==> src/rtl/rv_pkg.sv <==
// Shared RISC-V definitions: load/store funct3 encodings and the LSU state type.
package rv_pkg;

  localparam logic [2:0] F3_B  = 3'b000;
  localparam logic [2:0] F3_H  = 3'b001;
  localparam logic [2:0] F3_W  = 3'b010;
  localparam logic [2:0] F3_BU = 3'b100;
  localparam logic [2:0] F3_HU = 3'b101;

  typedef enum logic [1:0] {
    IDLE,
    REQ,
    RESP
  } lsu_state_t;

endpackage

==> src/rtl/lsu_load_align.sv <==
// Picks the addressed byte/halfword lane out of a read word and sign- or zero-extends it.
module lsu_load_align
  import rv_pkg::*;
(
  input  logic [31:0] word,
  input  logic [1:0]  offset,
  input  logic [2:0]  funct3,
  output logic [31:0] result
);

  logic [7:0]  lane_b;
  logic [15:0] lane_h;

  always_comb begin
    lane_b = word[7:0];
    case (offset)
      2'd0: lane_b = word[7:0];
      2'd1: lane_b = word[15:8];
      2'd2: lane_b = word[23:16];
      2'd3: lane_b = word[31:24];
      default: lane_b = word[7:0];
    endcase
    lane_h = offset[1] ? word[31:16] : word[15:0];

    case (funct3)
      F3_B:    result = {{24{lane_b[7]}}, lane_b};
      F3_H:    result = {{16{lane_h[15]}}, lane_h};
      F3_BU:   result = {24'd0, lane_b};
      F3_HU:   result = {16'd0, lane_h};
      default: result = word;
    endcase
  end

endmodule

==> src/rtl/lsu.sv <==
// Load/store unit: one data-memory transaction per accepted instruction, with
// lane alignment, store strobes, load extension, fault detection and timeout.
module lsu
  import rv_pkg::*;
#(
  parameter int D_WIDTH = 32,
  parameter int TIMEOUT = 255
) (
  input  logic               clk,
  input  logic               rst_n,
  input  logic               ex_valid,
  input  logic               ex_mem_read,
  input  logic               ex_mem_write,
  input  logic [2:0]         ex_funct3,
  input  logic [D_WIDTH-1:0] ex_addr,
  input  logic [D_WIDTH-1:0] ex_wdata,
  output logic               lsu_busy,
  output logic               wb_valid,
  output logic [D_WIDTH-1:0] wb_rdata,
  output logic               wb_fault,
  output logic               dmem_req,
  output logic               dmem_we,
  output logic [D_WIDTH-1:0] dmem_addr,
  output logic [3:0]         dmem_wstrb,
  output logic [D_WIDTH-1:0] dmem_wdata,
  input  logic               dmem_ready,
  input  logic [D_WIDTH-1:0] dmem_rdata
);

  lsu_state_t state, next_state;

  logic [7:0]  cnt;
  logic [2:0]  req_f3;
  logic [1:0]  req_off;
  logic [31:0] ld_result;
  logic [3:0]  st_strb;
  logic [31:0] st_wdata;
  logic        accept;
  logic        fault;
  logic        timeout;

  assign accept  = (state == IDLE) && ex_valid && (ex_mem_read || ex_mem_write);
  assign timeout = (state == REQ) && !dmem_ready && (cnt == 8'(TIMEOUT - 1));

  always_comb begin
    fault = 1'b0;
    if (ex_mem_read && ex_mem_write)
      fault = 1'b1;
    if ((ex_funct3 == 3'b011) || (ex_funct3[2:1] == 2'b11))
      fault = 1'b1;
    if ((ex_funct3[1:0] == 2'b01) && ex_addr[0])
      fault = 1'b1;
    if ((ex_funct3[1:0] == 2'b10) && (ex_addr[1:0] != 2'b00))
      fault = 1'b1;
  end

  // Narrow stores replicate their data across lanes so memory only needs the strobes.
  always_comb begin
    st_strb  = 4'b1111;
    st_wdata = ex_wdata;
    case (ex_funct3[1:0])
      2'b00: begin
        st_wdata = {4{ex_wdata[7:0]}};
        st_strb  = 4'b0001 << ex_addr[1:0];
      end
      2'b01: begin
        st_wdata = {2{ex_wdata[15:0]}};
        st_strb  = ex_addr[1] ? 4'b1100 : 4'b0011;
      end
      default: begin
        st_wdata = ex_wdata;
        st_strb  = 4'b1111;
      end
    endcase
  end

  always_comb begin
    next_state = state;
    case (state)
      IDLE:    if (accept) next_state = fault ? RESP : REQ;
      REQ:     if (dmem_ready || timeout) next_state = RESP;
      RESP:    next_state = IDLE;
      default: next_state = IDLE;
    endcase
  end

  always_ff @(posedge clk or negedge rst_n) begin
    if (!rst_n)
      state <= IDLE;
    else
      state <= next_state;
  end

  lsu_load_align u_load_align (
    .word   (dmem_rdata),
    .offset (req_off),
    .funct3 (req_f3),
    .result (ld_result)
  );

  // Request fields are frozen at accept; write-back fields change only on completion.
  always_ff @(posedge clk or negedge rst_n) begin
    if (!rst_n) begin
      cnt        <= 8'd0;
      req_f3     <= 3'd0;
      req_off    <= 2'd0;
      dmem_we    <= 1'b0;
      dmem_addr  <= '0;
      dmem_wstrb <= 4'd0;
      dmem_wdata <= '0;
      wb_rdata   <= '0;
      wb_fault   <= 1'b0;
    end else begin
      if (accept) begin
        cnt        <= 8'd0;
        req_f3     <= ex_funct3;
        req_off    <= ex_addr[1:0];
        dmem_we    <= ex_mem_write;
        dmem_addr  <= {ex_addr[31:2], 2'b00};
        dmem_wstrb <= ex_mem_write ? st_strb : 4'b0000;
        dmem_wdata <= ex_mem_write ? st_wdata : 32'd0;
        if (fault) begin
          wb_rdata <= '0;
          wb_fault <= 1'b1;
        end
      end
      if (state == REQ) begin
        cnt <= cnt + 8'd1;
        if (dmem_ready) begin
          wb_rdata <= dmem_we ? 32'd0 : ld_result;
          wb_fault <= 1'b0;
        end else if (timeout) begin
          wb_rdata <= '0;
          wb_fault <= 1'b1;
        end
      end
    end
  end

  assign lsu_busy = (state != IDLE);
  assign wb_valid = (state == RESP);
  assign dmem_req = (state == REQ);

endmodule

==> config.mk <==
export PLATFORM = sky130hd
export DESIGN_NAME = lsu
export DESIGN_NICKNAME = d
export VERILOG_FILES = /design/src/rtl/rv_pkg.sv /design/src/rtl/lsu_load_align.sv /design/src/rtl/lsu.sv
export SDC_FILE = /design/constraint.sdc
export NUM_CORES = 1
export LEC_CHECK = 0
export BUFFER_PORTS_ARGS = -buffer_cell sky130_fd_sc_hd__buf_2
export CAP_MARGIN = 15
export CORE_MARGIN = 8
export CORE_UTILIZATION = 50
export CTS_BUF_LIST = sky130_fd_sc_hd__clkbuf_4 sky130_fd_sc_hd__clkbuf_8 sky130_fd_sc_hd__clkbuf_16
export CTS_CLUSTER_SIZE = 40
export DETAILED_ROUTE_END_ITERATION = 8
export PLACE_DENSITY = 0.81
export SLEW_MARGIN = 15
export SYNTH_ARGS = -nofsm -noshare
export SYNTH_HDL_FRONTEND = slang
export SYNTH_SLANG_ARGS = --single-unit
==> constraint.sdc <==
create_clock -name clk -period 2.3 [get_ports clk]
set_clock_uncertainty 0.05 [all_clocks]
set_input_delay 0.23 -clock clk [delete_from_list [all_inputs] [get_ports clk]]
set_output_delay 0.23 -clock clk [all_outputs]
set_load 0.01 [all_outputs]
======== Yosys cells after proc, flatten, opt, wreduce, memory -nomap -nowiden ========
Index checks and enable logic that the tools add are counted.
storage, ports and cells
  register bits after elaboration ......... 115
  output and inout port bits .............. 105
  logic and storage cells ................. 75
operators by class
  $add $sub $neg .......................... 1
  equality and inequality tests ........... 15
  shift operators ......................... 1
  multiplexer cells ....................... 29
  reductions and logical operators ........ 19
operator list
  operator             count
  $mux 32              7
  $pmux 32 s4          1
  $pmux 32 s2          1
  $pmux 8 s4           1
  $mux 16              1
  $mux 8               2
  $eq 2x2->1 const B   5
  $mux 1               9
  $add 8x1->8 const B  1
  $eq 8x8->1 const B   1
  $mux 4               2
  $pmux 4 s2           1
  $logic_and 1x1->1    7
  $eq 2x1->1 const B   3
  $eq 3x3->1 const B   2
  $logic_not 2->1      3
  $mux 2               3
  $reduce_bool 2->1    3
  $pmux 2 s2           1
  $shl 1x2->4 const A  1
  $eq 3x1->1 const B   1
  $eq 3x2->1 const B   1
  $logic_not 3->1      1
  $logic_or 1x1->1     3
  other kinds (4)      4

======== Logic depth before layout (Yosys ltp) ========
  depth in word-level cells ............... 10
  depth in mapped cells ................... 7
  gate-level depth less buffers ........... 6

======== Cells and area by module ========
From an unflattened synthesis, not the netlist that was laid out.
unflattened totals
  cells, all modules ...................... 630
  area total of the unflattened synthesis .. 5831.8 um^2
modules (own cells, without submodules)
  module          times used  cells an instance  area an instance (um^2)  sequential area each (um^2)
  lsu             1           520                5182.5                   2877.8
  lsu_load_align  1           110                649.4                    0.0

======== Worst setup path before layout ========
OpenSTA, ideal clock, no wires.
  path type ............................... reg-to-reg
  start point ............................. register req_off[0]
  end point ............................... register wb_rdata[14]
  setup time .............................. 0.126 ns
  arrival time ............................ 1.434 ns
  data required time ...................... 2.124 ns
  setup slack ............................. 0.690 ns
  cell stages (with the launch flop) ...... 5
  path buffers ............................ 0
  clock period less this slack ............ 1.610 ns
  cells stage by stage .................... dfrtp_1 > mux2_2 > a221oi_2 > nor3b_2 > a221o_1
between the ends
  cells in the longest elaborated chain, start to end .. 6
  elaborated cells on any way between the ends .. 9
  classes of those cells .................. eq/ne: 3; mux: 5; reduce/logical: 1
RTL lines
  element                                   RTL line              text
  start: declaration                        lsu.sv:34             logic [1:0] req_off;
  start signal: assignment                  lsu.sv:117            req_off <= ex_addr[1:0];
  $eq 2x2->1, or another cell as far along  lsu_load_align.sv:16  case (offset)
  $pmux 8 s4 *                              lsu_load_align.sv:16
  $pmux 32 s4 *                             lsu_load_align.sv:25  case (funct3)
  $mux 32 *                                 lsu.sv:130            wb_rdata <= dmem_we ? 32'd0 : ld_result;
  $mux 32 *                                 lsu.sv:129            if (dmem_ready) begin
  $mux 32 *                                 lsu.sv:127            if (state == REQ) begin
  end signal: assignment                    lsu.sv:130
  end: declaration                          lsu.sv:19             output logic [D_WIDTH-1:0] wb_rdata,
Mark *: on every way between the ends. The rest lies on a longest branch, timed or not.
A chain may end at the register's enable or synchronous reset.

======== Final worst setup path ========
  start point ............................. input port ex_addr[0]
  end point ............................... register wb_rdata[17]
between the ends
  cells in the longest elaborated chain, start to end .. 8
  elaborated cells on any way between the ends .. 10
  classes of those cells .................. mux: 7; reduce/logical: 3
RTL lines
  element                                                        RTL line              text
  start: declaration                                             lsu.sv:15             input logic [D_WIDTH-1:0] ex_addr,
  $logic_and 1x1->1 / $reduce_bool 2->1 (equally long branches)  lsu.sv:51, lsu.sv:53
  $mux 1 / $logic_and 1x1->1 (equally long branches)             lsu.sv:51, lsu.sv:53
  $mux 1 *                                                       lsu.sv:53             if ((ex_funct3[1:0] == 2'b10) && (ex_addr[1:0] != 2'b00))
  $mux 32 *                                                      lsu.sv:122            if (fault) begin
  $mux 32 *                                                      lsu.sv:114            if (accept) begin
  $mux 32                                                        lsu.sv:132            end else if (timeout) begin
  $mux 32                                                        lsu.sv:129
  $mux 32 *                                                      lsu.sv:127
Marked as above.

==> impl.org <==
** Detailed routing
- Detailed Routing Iterations Pass 1 :: 5
- Dividing the detail-routed via count by the number of cells gives 5.51.
- Once detail routing completed, the nets flagged for antenna violations numbered 0.
- Average wire per standard cell :: 18.4 µm
- Summing over every cut layer, the via total after detailed routing is 5561.
- Residual DRC :: 0
- DRT Wirelength :: 18600 µm
- For this block, the initial DRC count from the detailed router was 650.

** GRT
- Met2 layer usage reported by global route :: 41.5%
- Global routing finished with a remaining overflow of 0.
- Global-route wire length before repair :: 29800 µm
- In the global route stage, met1 resource usage came out at 29.0%.
- Number of antenna violations at the first check in global routing :: 1
- Maximum number of pins on one net before global-route repair :: 57
- Across every metal layer, demand over resource in global routing totals 25.1%.
- The via count of the first global-routing pass came to 5883.
- The global routing stage identified its most utilized layer as met2.
- Global routing used 6.85% of the available met3 tracks.

** Final layout
- For this run, the post-layout net count is 963.
- Of the cells placed in the final design, the portion with a size suffix greater than 1 is 33.7%.
- Summing all non-filler instances in the final layout gives an area of 8090 µm².
- Relative to the synthesized area, the layout overhead comes to 44.6%.

** Worst setup path
- Critical-path cell list :: dlygate4sd3_1, buf_2, nor4_1, o21ai_1, a22oi_4, buf_4, a22o_1
- On the worst path, the slowest cell contributes a delay of 0.54 ns.
- Data on the critical path is required at its endpoint by 2.70 ns.
- Largest fanout on the critical path :: 16
- STA classifies the critical path startpoint as an input pin.
- Critical setup path kind :: input pin to flip-flop
- On the critical path the largest part of the delay comes from buffers and inverters.
- At the worst endpoint, the arrival time is 2.46 ns.
- Cell type of the slowest stage on the worst timing path :: dlygate4sd3_1
- The number of buffers and inverters on the critical path is 3.
- STA classifies the critical path endpoint as a flip-flop.

** Placement
- Dpl hpwl :: 12100 µm
- Timing analysis after detailed placement gives a worst setup slack of 0.206 ns.
- Count of input and output buffers :: 207
- Placement-stage cell area :: 6740 µm²
- Routability cong. :: 0.874

** Timing
- Setup repair after global routing missed its margin :: false
- Relative slew slack :: 22.8%
- Setup violations remaining at the end of the flow were counted as 0.
- Minimum clock period :: 2.07 ns
- Hold Violations, Final :: 0
- Final sum of negative setup slack :: 0 ns
- Worst slew pin tran :: 1.15 ns
- In the finished design, the share of the clock period the worst path needs comes to 89.9%.
- Hold Worst Slack :: 0.0158 ns
- The number of max-slew violations in the final report is 0.
- After layout, the worst setup slack is 0.233 ns.
- Maximum achievable frequency :: 484 MHz

** Yosys
- Summing every instance area after synthesis gives 5590 µm².
- Proportion of synthesized flip-flops having asynchronous set or reset :: 100%
- After synthesis, the netlist uses 53 different library cells.
- The commonest cells after synthesis are nand2_1 (176), dfrtp_1 (115), o21ai_0 (31).
- Dominant cells by area after synthesis :: dfrtp_1 (51%), nand2_1 (12%), mux2_2 (3.6%)
- Yosys instantiated no cell more often than nand2_1.
- The share of synthesized area in the top cell type comes to 51.5%.
- After synthesis the netlist holds a flip-flop and latch count of 115.
- Average cell area after synthesis :: 9.66 µm²
- In this run, synthesis inferred 0 flip-flops with an integrated enable.
- Number of cells produced by synthesis :: 579
- The Yosys step of the flow raised 0 warnings.
- After synthesis, flip-flops and latches occupy 51.5% of the total area.
- Of all cell types, the one taking the most synthesized area is dfrtp_1.
- Top FF cell, synth :: dfrtp_1

** Floorplan
- The die covers 14800 µm².
- 210 I/O pins were placed.
- Starting utilization of the core area :: 51.3%
- Die X :: 122 µm
- Core area :: 10900 µm²
- Row count :: 38
- Vertical die dimension :: 122 µm

** Power and ir drop
- Power consumption :: 0.00744 W
- Static power due to leakage :: 4.30 nW
- IR analysis of the VDD net gives a maximum drop of 0.485 mV.
- Power density cells :: 920 nW/µm²

** Clock network
- Post-CTS Resized :: 0
- In this run the number of H-tree levels came out at 4.
- Worst-skew pair later-pin latency :: 0.51 ns
- In this run the deepest clock path goes through 2 buffers.
- The root buffer cell chosen for the clock tree is clkbuf_8.
- TritonCTS built the clock tree.
- Counting the buffers created by CTS gives 17.
- Clock tree synthesis found a total of 115 sinks.
- Worst-path clk slew :: 0.06 ns

** Flow run
- Max-cap violations in this run came to 0.

** Hold path
- The min-delay analysis places its worst path in the category input pin to flip-flop.

** Status
- Outcome :: complete, no violations
power by group:
part	internal, W	switching, W
Clock	0.00170	0.000950
Sequential	0.00244	0.000289
Combinational	0.000900	0.00117
registers in the layout (all words and copies together) (netlist names):
register    cells
state           2
dmem_we         1
dmem_addr      30
dmem_wdata     32
wb_fault        1
req_off         2
cnt             8
wb_rdata       32
req_f3          3
dmem_wstrb      4
worst min-delay path: cells and delay by family:
family                 cells  cell delay [ns]
AO/OA/AOI/OAI              2             0.21
buffers and inverters      1             0.10
kinds of logic after synthesis:
family	synth area share, %
other	0.0671
muxes	5.48
DFF	51.5
AOI/OAI and AO/OA	17.3
adders and majority gates	0.448
xor gates and xnor gates	0.157
buffers and inverters	4.34
and+or+nand+nor	20.7
through the flow:
stage | std cells | utilization [%]
6_report | 1010 | 74.3
2_1_floorplan | 580 | -
3_5_place_dp | 903 | 61.9
4_1_cts | 1009 | 74.2
5_1_grt | 1010 | 74.3
3_3_place_gp | 903 | 61.9
timing repair:
item / in CTS / in global routing
hold buffers: 74 / 0
setup buffers: 0 / 0
endpoints found under the hold margin: 127 / 0
layout make-up:
class / instances / area (µm²)
timing repair buffer: 297 / 1920
multi-input combinational: 418 / 2480
clock buffer: 19 / 442
tap: 140 / 175
clock inverter: 13 / 159
antenna: 1 / 2.50
inverter: 7 / 28.8
fill: 704 / 2800
sequential: 115 / 2880
cell usage in the layout (no fill, tap or decap), types with 2 or more instances in the layout:
master and instances:
nor2b_1 19, nand3_1 20, o21ai_0 31, buf_12 2, inv_1 5, a22o_1 18, nor2_1 8, a21o_1 18
o31ai_1 8, a221o_1 7, or3_1 9, and3_1 9, conb_1 2, a21oi_1 18, a22oi_1 2, o2bb2ai_1 8
mux2i_1 7, clkinvlp_4 6, clkbuf_8 3, buf_4 15, or2_4 2, bufinv_16 3, nand2b_1 4, nand2_1 176
mux2_2 18, clkinv_2 3, dfrtp_1 115, ha_1 2, buf_2 206, o31ai_2 8, dlygate4sd3_1 74, o21ai_1 4
clkbuf_16 16
routing by layer:
metal	wire, µm	share of wire (%)
met5	0	0
met4	714	3.8
met3	1570	8.5
met2	9190	49
met1	7100	38
final timing paths:
check / start / end / slack, ns / depth (start not counted)
max: ex_addr[0] / wb_rdata[17] / 0.23 / 7
min: dmem_rdata[7] / wb_rdata[7] / 0.02 / 3
max reg2reg: cnt[0] / wb_rdata[17] / 0.36 / 7
min reg2reg: dmem_wdata[3] / dmem_wdata[3] / 0.42 / 2
max in group asynchronous: rst_n / dmem_wdata[29] / 1.19 / 3
min in group asynchronous: rst_n / cnt[3] / 0.27 / 2
Power figures use the tool's default switching activity.
